<file path="config.mk">
export PLATFORM = sky130hd
export DESIGN_NAME = perf_monitor_flat
export DESIGN_NICKNAME = d
export VERILOG_FILES = /design/src/rtl/perf_monitor_if.sv /design/src/rtl/perf_monitor.sv /design/src/flat_wrapper.sv
export SDC_FILE = /design/constraint.sdc
export NUM_CORES = 1
export LEC_CHECK = 0
export ABC_AREA = 1
export BUFFER_PORTS_ARGS = -buffer_cell sky130_fd_sc_hd__buf_2
export CORE_UTILIZATION = 61
export DETAILED_ROUTE_END_ITERATION = 10
export PLACE_DENSITY_LB_ADDON = 0.12
export SLEW_MARGIN = 0
export SYNTH_ARGS = -nofsm -noshare
export SYNTH_HDL_FRONTEND = slang
export SYNTH_SLANG_ARGS = --single-unit
export TNS_END_PERCENT = 5
</file>
<file path="constraint.sdc">
create_clock -name clk_i -period 2.6 [get_ports clk_i]
set_input_delay 0.39 -clock clk_i [delete_from_list [all_inputs] [get_ports clk_i]]
set_output_delay 0.39 -clock clk_i [all_outputs]
set_load 0.02 [all_outputs]
</file>
<file path="src/rtl/perf_monitor_if.sv">
// Bus bundle for perf_monitor: control/event inputs and counter read-back outputs.
// The master drives the control side; the monitor itself is the slave.
interface perf_monitor_if #(
  parameter int unsigned NUM_EVENTS = 2,
  parameter int unsigned CNT_WIDTH  = 32
);
  localparam int unsigned SEL_W = $clog2(NUM_EVENTS + 1);

  logic                  start_i;
  logic [NUM_EVENTS-1:0] event_i;
  logic [CNT_WIDTH-1:0]  limit_i;
  logic                  clear_i;
  logic                  snap_i;
  logic [SEL_W-1:0]      sel_i;
  logic [CNT_WIDTH-1:0]  rd_data_o;
  logic [CNT_WIDTH-1:0]  cycle_o;
  logic                  done_o;
  logic [NUM_EVENTS:0]   ovf_o;

  modport master (
    output start_i, event_i, limit_i, clear_i, snap_i, sel_i,
    input  rd_data_o, cycle_o, done_o, ovf_o
  );

  modport slave (
    input  start_i, event_i, limit_i, clear_i, snap_i, sel_i,
    output rd_data_o, cycle_o, done_o, ovf_o
  );
endinterface

</file>
<file path="src/rtl/perf_monitor.sv">
// Cycle + event performance counters with cycle limit, sticky overflow and snapshot read port.
// Define PERF_MON_SATURATE_EN to make counters saturate at all-ones instead of wrapping.
module perf_monitor #(
  parameter int unsigned NUM_EVENTS = 2,
  parameter int unsigned CNT_WIDTH  = 32
) (
  input logic           clk_i,
  input logic           rst_i,
  perf_monitor_if.slave bus
);
  localparam int unsigned NumCnt = NUM_EVENTS + 1;
  localparam int unsigned SEL_W  = $clog2(NUM_EVENTS + 1);

  typedef logic [CNT_WIDTH-1:0] cnt_t;
  typedef enum logic [1:0] {StIdle, StRun, StDone} state_e;

  state_e            state_q, state_d;
  cnt_t              cnt_q    [NumCnt];
  cnt_t              cnt_d    [NumCnt];
  cnt_t              shadow_q [NumCnt];
  cnt_t              shadow_d [NumCnt];
  cnt_t              rd_q, rd_d;
  logic [NumCnt-1:0] ovf_q, ovf_d;
  logic [NumCnt-1:0] inc;
  logic              count_en;
  cnt_t              cycle_inc;

  always_comb begin
    state_d   = state_q;
    cnt_d     = cnt_q;
    ovf_d     = ovf_q;
    count_en  = 1'b0;
    cycle_inc = cnt_q[0] + CNT_WIDTH'(1);

    unique case (state_q)
      StIdle: if (bus.start_i) state_d = StRun;
      StRun: begin
        if (!bus.start_i) begin
          state_d = StIdle;
        end else if (bus.limit_i != '0 && cnt_q[0] >= bus.limit_i) begin
          // Limit lowered under the running count: stop without counting this cycle.
          state_d = StDone;
        end else begin
          count_en = 1'b1;
          if (bus.limit_i != '0 && cycle_inc == bus.limit_i) state_d = StDone;
        end
      end
      StDone: state_d = StDone;
      default: state_d = StIdle;
    endcase

    // Slot 0 is the cycle counter, which increments on every counting edge.
    inc = {bus.event_i, 1'b1} & {NumCnt{count_en}};
    for (int unsigned k = 0; k < NumCnt; k++) begin
      if (inc[k]) begin
        if (cnt_q[k] == '1) begin
          ovf_d[k] = 1'b1;
`ifdef PERF_MON_SATURATE_EN
          cnt_d[k] = cnt_q[k];
`else
          cnt_d[k] = '0;
`endif
        end else begin
          cnt_d[k] = cnt_q[k] + CNT_WIDTH'(1);
        end
      end
    end

    if (bus.clear_i) begin
      for (int unsigned k = 0; k < NumCnt; k++) cnt_d[k] = '0;
      ovf_d   = '0;
      state_d = bus.start_i ? StRun : StIdle;
    end

    // Snapshot takes pre-increment, pre-clear values.
    shadow_d = bus.snap_i ? cnt_q : shadow_q;

    rd_d = '0;
    for (int unsigned k = 0; k < NumCnt; k++) begin
      if (bus.sel_i == SEL_W'(k)) rd_d = shadow_q[k];
    end
  end

  always_ff @(posedge clk_i) begin
    if (!rst_i) begin
      state_q <= StIdle;
      ovf_q   <= '0;
      rd_q    <= '0;
      for (int unsigned k = 0; k < NumCnt; k++) begin
        cnt_q[k]    <= '0;
        shadow_q[k] <= '0;
      end
    end else begin
      state_q  <= state_d;
      ovf_q    <= ovf_d;
      rd_q     <= rd_d;
      cnt_q    <= cnt_d;
      shadow_q <= shadow_d;
    end
  end

  assign bus.rd_data_o = rd_q;
  assign bus.cycle_o   = cnt_q[0];
  assign bus.done_o    = (state_q == StDone);
  assign bus.ovf_o     = ovf_q;
endmodule

</file>
<file path="src/flat_wrapper.sv">
// flat-port wrapper written by rule: the top's interface ports become plain ports
module perf_monitor_flat 
#(
  parameter int unsigned NUM_EVENTS = 2,
  parameter int unsigned CNT_WIDTH  = 32
)
  (clk_i, rst_i, bus_start_i, bus_event_i, bus_limit_i, bus_clear_i, bus_snap_i, bus_sel_i, bus_rd_data_o, bus_cycle_o, bus_done_o, bus_ovf_o);
  perf_monitor_if #(.NUM_EVENTS(NUM_EVENTS), .CNT_WIDTH(CNT_WIDTH)) bus_i ();
  input logic clk_i;
  input logic rst_i;
  input wire logic [$bits(bus_i.start_i)-1:0] bus_start_i;
  input wire logic [$bits(bus_i.event_i)-1:0] bus_event_i;
  input wire logic [$bits(bus_i.limit_i)-1:0] bus_limit_i;
  input wire logic [$bits(bus_i.clear_i)-1:0] bus_clear_i;
  input wire logic [$bits(bus_i.snap_i)-1:0] bus_snap_i;
  input wire logic [$bits(bus_i.sel_i)-1:0] bus_sel_i;
  output wire logic [$bits(bus_i.rd_data_o)-1:0] bus_rd_data_o;
  output wire logic [$bits(bus_i.cycle_o)-1:0] bus_cycle_o;
  output wire logic [$bits(bus_i.done_o)-1:0] bus_done_o;
  output wire logic [$bits(bus_i.ovf_o)-1:0] bus_ovf_o;
  assign bus_i.start_i = bus_start_i;
  assign bus_i.event_i = bus_event_i;
  assign bus_i.limit_i = bus_limit_i;
  assign bus_i.clear_i = bus_clear_i;
  assign bus_i.snap_i = bus_snap_i;
  assign bus_i.sel_i = bus_sel_i;
  assign bus_rd_data_o = bus_i.rd_data_o;
  assign bus_cycle_o = bus_i.cycle_o;
  assign bus_done_o = bus_i.done_o;
  assign bus_ovf_o = bus_i.ovf_o;
  perf_monitor #(.NUM_EVENTS(NUM_EVENTS), .CNT_WIDTH(CNT_WIDTH)) u_core (.clk_i(clk_i), .rst_i(rst_i), .bus(bus_i));
endmodule
</file>
==> results_dict.tcl <==
set metrics [dict create \
    synth-edff-count 0 \
    setup_viol 0 \
    critPathArrivalTime_ps 3020 \
    dieArea_um2 21700 \
    power_leakage_nw 6.40 \
    layout.nets 2156 \
    path_depth 14 \
    area_growth_pct 15.8 \
    n_fill_cell 1753 \
    std_cell_rows 52 \
    track_usage_pct 37.8 \
    path_cells "ha_1 -> nand2_1 -> nor2_2 -> nand2_2 -> nor4b_4 -> nand2_1 -> nand3_1 -> nand2_1 -> nand2_4 -> inv_4 -> nand2_1 -> nand2_2 -> buf_12 -> nor3_1" \
    port_buffers 108 \
    totalWireLength_um 41600 \
    holdCritPathClass "input pin to register" \
    max_slew.worst_pin.slew_ps 1120 \
    cp_common_cell "nand2_1" \
    synth_area_leaders "dfxtp_1 36%, nand2_1 15%, nand3_1 7.5%" \
    cp-endpoint "u_core.bus.cycle_o[29]$_SDFFE_PP0N_" \
    drt_iter0_drc 1439 \
    finalNonFillerCells 2367 \
    grt_setup_unrepaired "true" \
    postRouteAntennaNets 0 \
    root_buffer "clkbuf_16" \
    rr_worst_depth 14 \
    dp_cells 2318 \
    avgSynthCellArea_um2 6.49 \
    grt_max_degree 164 \
    start_kind "register" \
    cpLargestDelayFamily "simple AND/OR/NAND/NOR gates" \
    cts_tree "built" \
    power.density_nw_per_um2 565 \
    drtPass1Iterations 6 \
    clkLatencyLatePin_ps 550 \
    setup_tns_ps 0 \
    fin_worst_skew_ps 17.8 \
    path_class "register to register" \
    yosysWarnings 0 \
    ys_ff_latch 229 \
    final_cell_mix "511 x nand2_1, 237 x nor2_1, 225 x dfxtp_1" \
    vdd_ir_drop_max_uv 746 \
    ys_async_sr_fraction_pct 0 \
    final_common_cell "nand2_1" \
    status "finished, final reports clean" \
    antennaDiodeCount 0 \
    cp.buffers_inverters 2 \
    fmax_ghz 0.392 \
    synth.distinct_cells 36 \
    max_cap_viol_count 0 \
    crit_path_max_fanout 11 \
    avgRoutedWirePerCell_um 17.6 \
    antenna_found_initial 0 \
    timing.slew.headroom_pct 25.2 \
    hold_viol 0 \
    max_stage_delay_ps 450 \
    power_mw 8.44 \
    grt_pass1_vias 12317 \
    htreeDepth 1 \
    yosysTopAreaCellShare_pct 35.6 \
    syn_area_um2 12900 \
    startpoint "u_core.bus.cycle_o[11]$_SDFFE_PP0N_" \
    slowest_stage "nor4b_4" \
    final_area_um2 14900 \
    rr_startpoint "u_core.bus.cycle_o[11]$_SDFFE_PP0N_" \
    r2r_end "u_core.bus.cycle_o[29]$_SDFFE_PP0N_" \
    ioPinCount 109 \
    clkSlewWorstSetupHoldPaths_ps 60 \
    layout_min_cycle_time_ps 2550 \
    clk_path_buf_depth 3 \
    cts_num_sinks 229 \
    vias_per_cell 5.75 \
    gp_congestion 1.02 \
    yosysSeqAreaShare_pct 35.6 \
    synthCells 1984 \
    dp_hpwl_um 30500 \
    num_vias 13611 \
    yosysTopAreaCell "dfxtp_1" \
    drv_slew 0 \
    fin_crit_sh_pct 98.2 \
    syn-num-nets 2060 \
    ff2ff_setup_slack_ps 50 \
    grt_pass1_wl_um 64800 \
    ys.flop_type "dfxtp_1" \
    drive_gt1_share_pct 13.9 \
    dieWidth_um 147 \
    coreArea_um2 20500 \
    drc 0 \
    dpl_cell_area_um2 13800 \
    die_h_um 147 \
    gr-total-overflow 0 \
    worstPathRequired_ps 3060 \
    initial_core_util_pct 62.9 \
    numCtsBuffers 26 \
    crit_path_end_kind "register" \
    cts_hold_buf 0 \
]
cell type report:
class                           instances  area (um^2)  area share (%)
Tap cell                              270          338            2.26
Sequential cell                       229         4590            30.8
Multi-Input combinational cell       1456         7100            47.6
Clock inverter                         13          243            1.63
Clock buffer                           32          703            4.71
Timing Repair Buffer                  181         1240            8.34
Inverter                              186          703            4.71
worst register-to-register path, cell delays in order, from the launching register on:
cell and delay (ps):
dfxtp_1 350, ha_1 310, nand2_1 90, nor2_2 120, nand2_2 100, nor4b_4 450
nand2_1 120, nand3_1 120, nand2_1 90, nand2_4 160, inv_4 80, nand2_1 100
nand2_2 90, buf_12 160, nor3_1 140
routing by layer:
metal / global-route usage [%] / up-vias / routed length (um) / part of all wire, %
met5: 0 / - / 0 / 0
met4: 13.5 / 0 / 1340 / 3.2
met3: 5.81 / 83 / 4280 / 10
met2: 58.3 / 689 / 18300 / 44
met1: 53.5 / 6257 / 17700 / 43
li1: - / 6582 / - / -
through the flow:
stage                     hold WS (ps)  utilization (%)  worst slack (ps)
after floorplan                    453                -               474
after global placement             437             67.4              -711
after detailed placement           448             67.4              -734
after CTS                          125             72.1              38.2
after global routing               151             72.8             -45.8
final                              125             72.8              47.1
sequential cells by signal, summed over array words and instances (netlist names):
name                  count
u_core.cnt_q             64
u_core.bus.cycle_o       32
u_core.shadow_q          96
u_core.state_q            2
u_core.bus.rd_data_o     32
u_core.bus.ovf_o          3
cells by family after synthesis:
logic type	synth area share, %
simple gates	35.7
compound gates	12.0
buf+inv	9.84
flops	35.6
xor+xnor	3.45
fa+ha+maj	3.40
synthesized netlist by cell type, types with 2 or more instances:
cell type and n:
a211oi_1 8, a21oi_1 166, and2_1 2, buf_1 4, buf_2 11, buf_4 35
clkbuf_1 63, dfxtp_1 229, ha_1 35, inv_1 182, inv_2 4, nand2_1 514
nand2_2 11, nand3_1 193, nand4_1 10, nor2_1 245, nor2_2 10, nor2_4 6
nor2_8 2, nor3_1 38, nor4_1 21, o21ai_0 126, or2_2 13, xnor2_1 4
xnor3_1 3, xor2_1 39
worst min-delay path by stage:
stage,slack (ps),end,startpoint,depth (start not counted)
after global routing,150,u_core.state_q[1]$_SDFFE_PN0P_,rst_i,3
after floorplan,450,u_core.cnt_q[11]$_SDFFE_PP0P_,u_core.cnt_q[11]$_SDFFE_PP0P_,2
final,130,u_core.state_q[1]$_SDFFE_PN0P_,rst_i,3
after CTS,120,u_core.state_q[1]$_SDFFE_PN0P_,rst_i,3
after detailed placement,450,u_core.bus.ovf_o[0]$_SDFFE_PP0P_,u_core.bus.ovf_o[0]$_SDFFE_PP0P_,2
after global placement,440,u_core.bus.ovf_o[0]$_SDFFE_PP0P_,u_core.bus.ovf_o[0]$_SDFFE_PP0P_,2
report_power, final:
part           internal [mW]  switching [mW]  total [mW]
Clock                   2.52            1.53        4.05
Combinational          0.234           0.477       0.711
Sequential              3.61          0.0591        3.67
Total                   6.37            2.07        8.44
timing repair:
action                                  CTS  global route
pin swaps                                 1             2
cloned                                    0             3
gates resized for setup                   4            26
hold endpoints to repair                  0             0
setup buffers                             0             1
endpoints found under the setup margin  101            99
No activity file was read; power rests on OpenSTA's default activity.
